--- src/rtl/lsu_rmw_if.sv ---
// lsu_rmw_if: cpu request/response and word-RAM signals of the load/store unit
interface lsu_rmw_if #(parameter int ADDR_W = 7);
    logic              req_valid;
    logic              req_ready;
    logic              req_store;
    logic [2:0]        req_op;
    logic [31:0]       req_addr;
    logic [31:0]       req_wdata;
    logic              resp_valid;
    logic [31:0]       resp_data;
    logic              resp_err;
    logic [ADDR_W-1:0] mem_addr;
    logic              mem_wren;
    logic [31:0]       mem_wdata;
    logic [31:0]       mem_rdata;
    modport master (
        output req_valid, req_store, req_op, req_addr, req_wdata, mem_rdata,
        input  req_ready, resp_valid, resp_data, resp_err, mem_addr, mem_wren, mem_wdata
    );
    modport slave (
        input  req_valid, req_store, req_op, req_addr, req_wdata, mem_rdata,
        output req_ready, resp_valid, resp_data, resp_err, mem_addr, mem_wren, mem_wdata
    );
endinterface

--- src/rtl/lsu_rmw.sv ---
// lsu_rmw: RV32I load/store unit with byte/half read-modify-write on a word RAM (LSU_MISALIGN_TRAP_EN traps misaligned accesses)
module lsu_rmw #(
    parameter int ADDR_W  = 7,
    parameter int MEM_LAT = 1
) (
    input logic       clk,
    input logic       rst,
    lsu_rmw_if.slave  bus
);
    localparam int CW = $clog2(MEM_LAT + 1);
    typedef enum logic [1:0] {IDLE, RD, WR, RESP} state_t;
    state_t            r_state, w_next;
    logic [CW-1:0]     r_cnt;
    logic              r_store, r_err;
    logic [2:0]        r_op;
    logic [1:0]        r_lane;
    logic [31:0]       r_wdata, r_data, r_word;
    logic [ADDR_W-1:0] r_addr;
    logic              w_accept, w_bad, w_mis, w_err, w_rd_done;
    logic [7:0]        w_byte;
    logic [15:0]       w_half;
    logic [31:0]       w_load, w_merge;
    assign w_accept  = bus.req_valid && bus.req_ready;
    assign w_bad     = bus.req_store ? bus.req_op > 3'd2 : (bus.req_op == 3'd3 || bus.req_op > 3'd5);
`ifdef LSU_MISALIGN_TRAP_EN
    assign w_mis     = (bus.req_op[1:0] == 2'd1 && bus.req_addr[0]) ||
                       (bus.req_op[1:0] == 2'd2 && bus.req_addr[1:0] != 2'd0);
`else
    assign w_mis     = 1'b0;
`endif
    assign w_err     = w_bad || w_mis;
    assign w_rd_done = r_cnt == CW'(MEM_LAT - 1);
    // lanes below natural alignment are ignored, which realigns when traps are off
    assign w_byte    = bus.mem_rdata[{r_lane, 3'b000} +: 8];
    assign w_half    = bus.mem_rdata[{r_lane[1], 4'b0000} +: 16];
    assign w_load    = r_op[1:0] == 2'd0 ? {{24{~r_op[2] & w_byte[7]}}, w_byte} :
                       r_op[1:0] == 2'd1 ? {{16{~r_op[2] & w_half[15]}}, w_half} : bus.mem_rdata;
    always_comb begin
        w_merge = r_word;
        if (r_op[1:0] == 2'd0)
            w_merge[{r_lane, 3'b000} +: 8] = r_wdata[7:0];
        else if (r_op[1:0] == 2'd1)
            w_merge[{r_lane[1], 4'b0000} +: 16] = r_wdata[15:0];
        else
            w_merge = r_wdata;
    end
    always_comb begin
        w_next = r_state;
        case (r_state)
            IDLE:    if (bus.req_valid) w_next = w_err ? RESP : (bus.req_store && bus.req_op == 3'd2) ? WR : RD;
            RD:      if (w_rd_done) w_next = r_store ? WR : RESP;
            WR:      w_next = RESP;
            default: w_next = IDLE;
        endcase
    end
    assign bus.req_ready  = r_state == IDLE && !rst;
    assign bus.resp_valid = r_state == RESP && !rst;
    assign bus.resp_data  = bus.resp_valid ? r_data : 32'd0;
    assign bus.resp_err   = bus.resp_valid && r_err;
    assign bus.mem_wren   = r_state == WR && !rst;
    assign bus.mem_wdata  = bus.mem_wren ? w_merge : 32'd0;
    assign bus.mem_addr   = rst ? '0 : w_accept ? bus.req_addr[ADDR_W+1:2] : r_addr;
    always_ff @(posedge clk) begin
        if (rst) begin
            r_state <= IDLE;
            r_cnt   <= '0;
            r_store <= 1'b0;
            r_err   <= 1'b0;
            r_op    <= 3'd0;
            r_lane  <= 2'd0;
            r_wdata <= 32'd0;
            r_data  <= 32'd0;
            r_word  <= 32'd0;
            r_addr  <= '0;
        end else begin
            r_state <= w_next;
            r_cnt   <= (r_state == RD && !w_rd_done) ? r_cnt + 1'b1 : '0;
            if (w_accept) begin
                r_store <= bus.req_store;
                r_err   <= w_err;
                r_op    <= bus.req_op;
                r_lane  <= bus.req_addr[1:0];
                r_wdata <= bus.req_wdata;
                r_data  <= 32'd0;
                r_addr  <= bus.req_addr[ADDR_W+1:2];
            end
            if (r_state == RD && w_rd_done) begin
                r_word <= bus.mem_rdata;
                if (!r_store) r_data <= w_load;
            end
        end
    end
endmodule

--- src/flat_wrapper.sv ---
// flat-port wrapper written by rule: the top's interface ports become plain ports
module lsu_rmw_flat 
#(
    parameter int ADDR_W  = 7,
    parameter int MEM_LAT = 1
)
  (clk, rst, bus_req_valid, bus_req_store, bus_req_op, bus_req_addr, bus_req_wdata, bus_mem_rdata, bus_req_ready, bus_resp_valid, bus_resp_data, bus_resp_err, bus_mem_addr, bus_mem_wren, bus_mem_wdata);
  lsu_rmw_if #(.ADDR_W(ADDR_W)) bus_i ();
  input logic clk;
  input logic rst;
  input wire logic [$bits(bus_i.req_valid)-1:0] bus_req_valid;
  input wire logic [$bits(bus_i.req_store)-1:0] bus_req_store;
  input wire logic [$bits(bus_i.req_op)-1:0] bus_req_op;
  input wire logic [$bits(bus_i.req_addr)-1:0] bus_req_addr;
  input wire logic [$bits(bus_i.req_wdata)-1:0] bus_req_wdata;
  input wire logic [$bits(bus_i.mem_rdata)-1:0] bus_mem_rdata;
  output wire logic [$bits(bus_i.req_ready)-1:0] bus_req_ready;
  output wire logic [$bits(bus_i.resp_valid)-1:0] bus_resp_valid;
  output wire logic [$bits(bus_i.resp_data)-1:0] bus_resp_data;
  output wire logic [$bits(bus_i.resp_err)-1:0] bus_resp_err;
  output wire logic [$bits(bus_i.mem_addr)-1:0] bus_mem_addr;
  output wire logic [$bits(bus_i.mem_wren)-1:0] bus_mem_wren;
  output wire logic [$bits(bus_i.mem_wdata)-1:0] bus_mem_wdata;
  assign bus_i.req_valid = bus_req_valid;
  assign bus_i.req_store = bus_req_store;
  assign bus_i.req_op = bus_req_op;
  assign bus_i.req_addr = bus_req_addr;
  assign bus_i.req_wdata = bus_req_wdata;
  assign bus_i.mem_rdata = bus_mem_rdata;
  assign bus_req_ready = bus_i.req_ready;
  assign bus_resp_valid = bus_i.resp_valid;
  assign bus_resp_data = bus_i.resp_data;
  assign bus_resp_err = bus_i.resp_err;
  assign bus_mem_addr = bus_i.mem_addr;
  assign bus_mem_wren = bus_i.mem_wren;
  assign bus_mem_wdata = bus_i.mem_wdata;
  lsu_rmw #(.ADDR_W(ADDR_W), .MEM_LAT(MEM_LAT)) u_core (.clk(clk), .rst(rst), .bus(bus_i));
endmodule
--- config.mk ---
export PLATFORM = sky130hd
export DESIGN_NAME = lsu_rmw_flat
export DESIGN_NICKNAME = d
export VERILOG_FILES = /design/src/rtl/lsu_rmw_if.sv /design/src/rtl/lsu_rmw.sv /design/src/flat_wrapper.sv
export SDC_FILE = /design/constraint.sdc
export NUM_CORES = 1
export LEC_CHECK = 0
export ABC_AREA = 1
export BUFFER_PORTS_ARGS = -buffer_cell sky130_fd_sc_hd__clkbuf_2
export CAP_MARGIN = 20
export CORE_ASPECT_RATIO = 1.75
export CORE_MARGIN = 2
export CORE_UTILIZATION = 40
export CTS_CLUSTER_DIAMETER = 30
export DETAILED_ROUTE_END_ITERATION = 16
export MAX_ROUTING_LAYER = met4
export PLACE_DENSITY = 0.69
export SYNTH_ARGS = -nofsm -noshare
export SYNTH_HDL_FRONTEND = slang
export SYNTH_SLANG_ARGS = --single-unit
--- constraint.sdc ---
create_clock -name clk -period 2.95 [get_ports clk]
set_input_delay 0.1475 -clock clk [delete_from_list [all_inputs] [get_ports clk]]
set_output_delay 0.1475 -clock clk [all_outputs]
set_load 0.02 [all_outputs]
==> results.cfg <==
[timing]
slew-limit-headroom_pct = 57.2
hold_slack_ns = 0.00201
tightest_slew_ns = 0.641
skew_ns = 0.00971
finalHoldViolCount = 0
fmax_mhz = 375
rsz0062_at_grt = false
finalMaxSlewViolations = 0
setup_viol = 0
fin_tns_setup_ns = 0
fin_crit_ns = 2.67
period_share_pct = 90.5

[synthesis]
syn_inst = 1064
ys_warn_count = 0
yosys-top-cells-count = nand2_1 (235), inv_1 (153), a21oi_1 (119), o21ai_0 (116), dfxtp_1 (113)
yosysUniqueCellTypes = 32
ys_top_cells_by_area = dfxtp_1 (34%), nand2_1 (13%), a21oi_1 (8.9%)
synthesis.nets = 1176
yosysMostFrequentCell = nand2_1
synth-edff-count = 0
synthFlopType = dfxtp_1
synth_seq_cells = 113
synthesis.area_um2 = 6660
yosysTopAreaCellShare_pct = 34.0
synth_top_area_cell = dfxtp_1
synthArstFlopShare_pct = 0
syn_avg_cell_area_um2 = 6.25
ys_seq_area_share_pct = 34.0

[critical_path]
crit_start = u_core.r_lane[1]
rr_worst_depth = 10
crit_type = flip-flop to output pin
path_delay_family = buffers and inverters
crit_chain = buf_4, ha_1, inv_1, nor2_1, a31oi_1, nor3_1, clkbuf_2
crit_path_end_kind = output pin
worst-path-max-fanout = 33
cp.required_ns = 2.80
worst-path-stages = 7
crit_buf_inv = 3
worst_ep_arrival_time_ns = 2.52
r2r-end = u_core.r_data[15]
worst_r2r_startpoint = u_core.r_state[0]
crit_end = bus_mem_wdata[27]
regToRegSetupSlack_ns = 0.95
start_kind = flip-flop
cpMaxStageDelayCell = dfxtp_1
slowest_delay_ns = 0.37

[pwr]
ir_drop_mv = 0.454
p_leak_nw = 3.88
p_per_area_nw_per_um2 = 757

[route]
ant_nets = 0
routedWlPerCell_um = 15.8
viasPerCell = 5.08
routed_wl_um = 22900
dr.first_iter.drc_count = 479
vias = 7332
drcViolationCount = 0
dr.pass1.iters = 5

[cts]
cts_made_buffers = 17
clk_latency_ns = 0.42
cts_root_buf = clkbuf_16
cts.sinks = 113
clkTransAtPathRegs_ns = 0.06
cts_tree = yes
clockBufferDepth = 2
ctsHtreeMaxLevel = 4

[min_path]
min_path_cells = 3
hp-start = bus_req_wdata[9]
hold_path.class = primary input to flip-flop

[grt]
antenna_found_initial = 0
overflow = 0
grtUsageTotal_pct = 26.8
grt_pass1_vias = 7006
grt_max_degree = 80
grt_first_pass_wirelength_um = 35900

[final_layout]
antenna_cells = 0
post-route-cell-area_um2 = 8380
layout-drive-gt1-share_pct = 18.0
fillers = 1741
synthToLayoutAreaGrowth_pct = 26.0
finalNetCount = 1319

[die]
fp.dieW_um = 102
core.rowCount = 62
die_h_um = 175
start_util_pct = 40.7
dieArea_um2 = 17700
core_um2 = 16400
io_pins = 178

[placed_design]
routabilityCongestion = 0.969
dp_hpwl_um = 16600
port_buffers = 154
placed_cell_area_um2 = 7500

[run]
cap_violations = 0

[status]
outcome = completed
## where the power goes
group / total (mW) / switching, mW / internal, mW
combinational: 2.13 / 1.43 / 0.699
sequential: 2.07 / 0.213 / 1.85
clock: 2.16 / 0.814 / 1.34
total: 6.35 / 2.46 / 3.89
## through the flow
stage | total power, mW | util [%] | instances | setup WS, ns
floorplan | 3.57 | - | 1064 | 0.748
global placement | 4.14 | 45.8 | 1385 | 0.734
detailed placement | 4.16 | 45.8 | 1385 | 0.751
CTS | 6.35 | 51.2 | 1444 | 0.306
global route | 6.75 | 51.2 | 1444 | 0.103
finish | 6.35 | 51.2 | 1444 | 0.281
## layout make-up
| class | instances | area [µm²] | share of cell area, % |
|---|---|---|---|
| inverters | 161 | 604 | 7.21 |
| flip-flops and latches | 113 | 2260 | 27.0 |
| well taps | 224 | 280 | 3.34 |
| clock buffers | 18 | 429 | 5.12 |
| repair buffers | 199 | 1200 | 14.3 |
| multi-input cells | 715 | 3430 | 40.9 |
| clock inverters | 14 | 179 | 2.13 |
## kinds of logic after synthesis
family,count (synthesis),share of synthesized area (%)
fa+ha+maj,9,1.69
other cells,1,0.0563
flops,113,34.0
simple gates,421,26.8
compound gates,284,22.9
buf+inv,236,14.6
## worst min path at each step
| stage | end | slack (ns) |
|---|---|---|
| floorplan | u_core.r_wdata[16] | 0.26 |
| global placement | u_core.r_wdata[25] | 0.34 |
| detailed placement | u_core.r_wdata[25] | 0.35 |
| CTS | u_core.r_wdata[15] | 0.006 |
| global route | u_core.r_wdata[9] | 0.02 |
| finish | u_core.r_wdata[9] | 0.002 |
## registers in the layout (all words and copies together) (netlist names)
name and cells:
u_core.r_data 32, u_core.r_wdata 32, u_core.r_word 32, u_core.r_addr 7
u_core.r_op 3, u_core.r_lane 2, u_core.r_state 2, u_core.r_cnt 1
u_core.r_err 1, u_core.r_store 1
## worst register-to-register path: stages (launching register included)
cell     delay, ns
dfxtp_1       0.39
inv_1         0.08
ha_1          0.21
inv_1         0.10
nor2_2        0.05
nand2_2       0.36
buf_4         0.41
nand2_1       0.09
a21oi_1       0.14
nand2_1       0.07
inv_1         0.05
## routing by layer
layer / vias to the layer above / track usage [%] / part of all wire [%]
li1: 3725 / - / -
met1: 3285 / 29.3 / 38
met2: 252 / 45.3 / 52
met3: 70 / 3.56 / 4.2
met4: 0 / 16.0 / 5.8
met5: - / - / 0
## what timing repair did
item,CTS,global route
hold endpoints to repair,27,0
hold buffers,27,0
buffers inserted,0,0
resized for setup,0,0
## placed cells by master, fill, tap and decap left out, drive strengths merged, types with 2 or more instances in the layout
| master | instances |
|---|---|
| clkinvlp | 2 |
| nand2 | 237 |
| clkinv | 4 |
| o21ai | 127 |
| a211oi | 8 |
| nor3 | 8 |
| a31oi | 8 |
| dlygate4sd3 | 27 |
| o211ai | 4 |
| bufinv | 3 |
| a21oi | 119 |
| o221ai | 16 |
| buf | 18 |
| dfxtp | 113 |
| clkbuf | 172 |
| nand3 | 107 |
| ha | 9 |
| inv | 166 |
| nor2 | 67 |
Power figures use the tool's default switching activity.
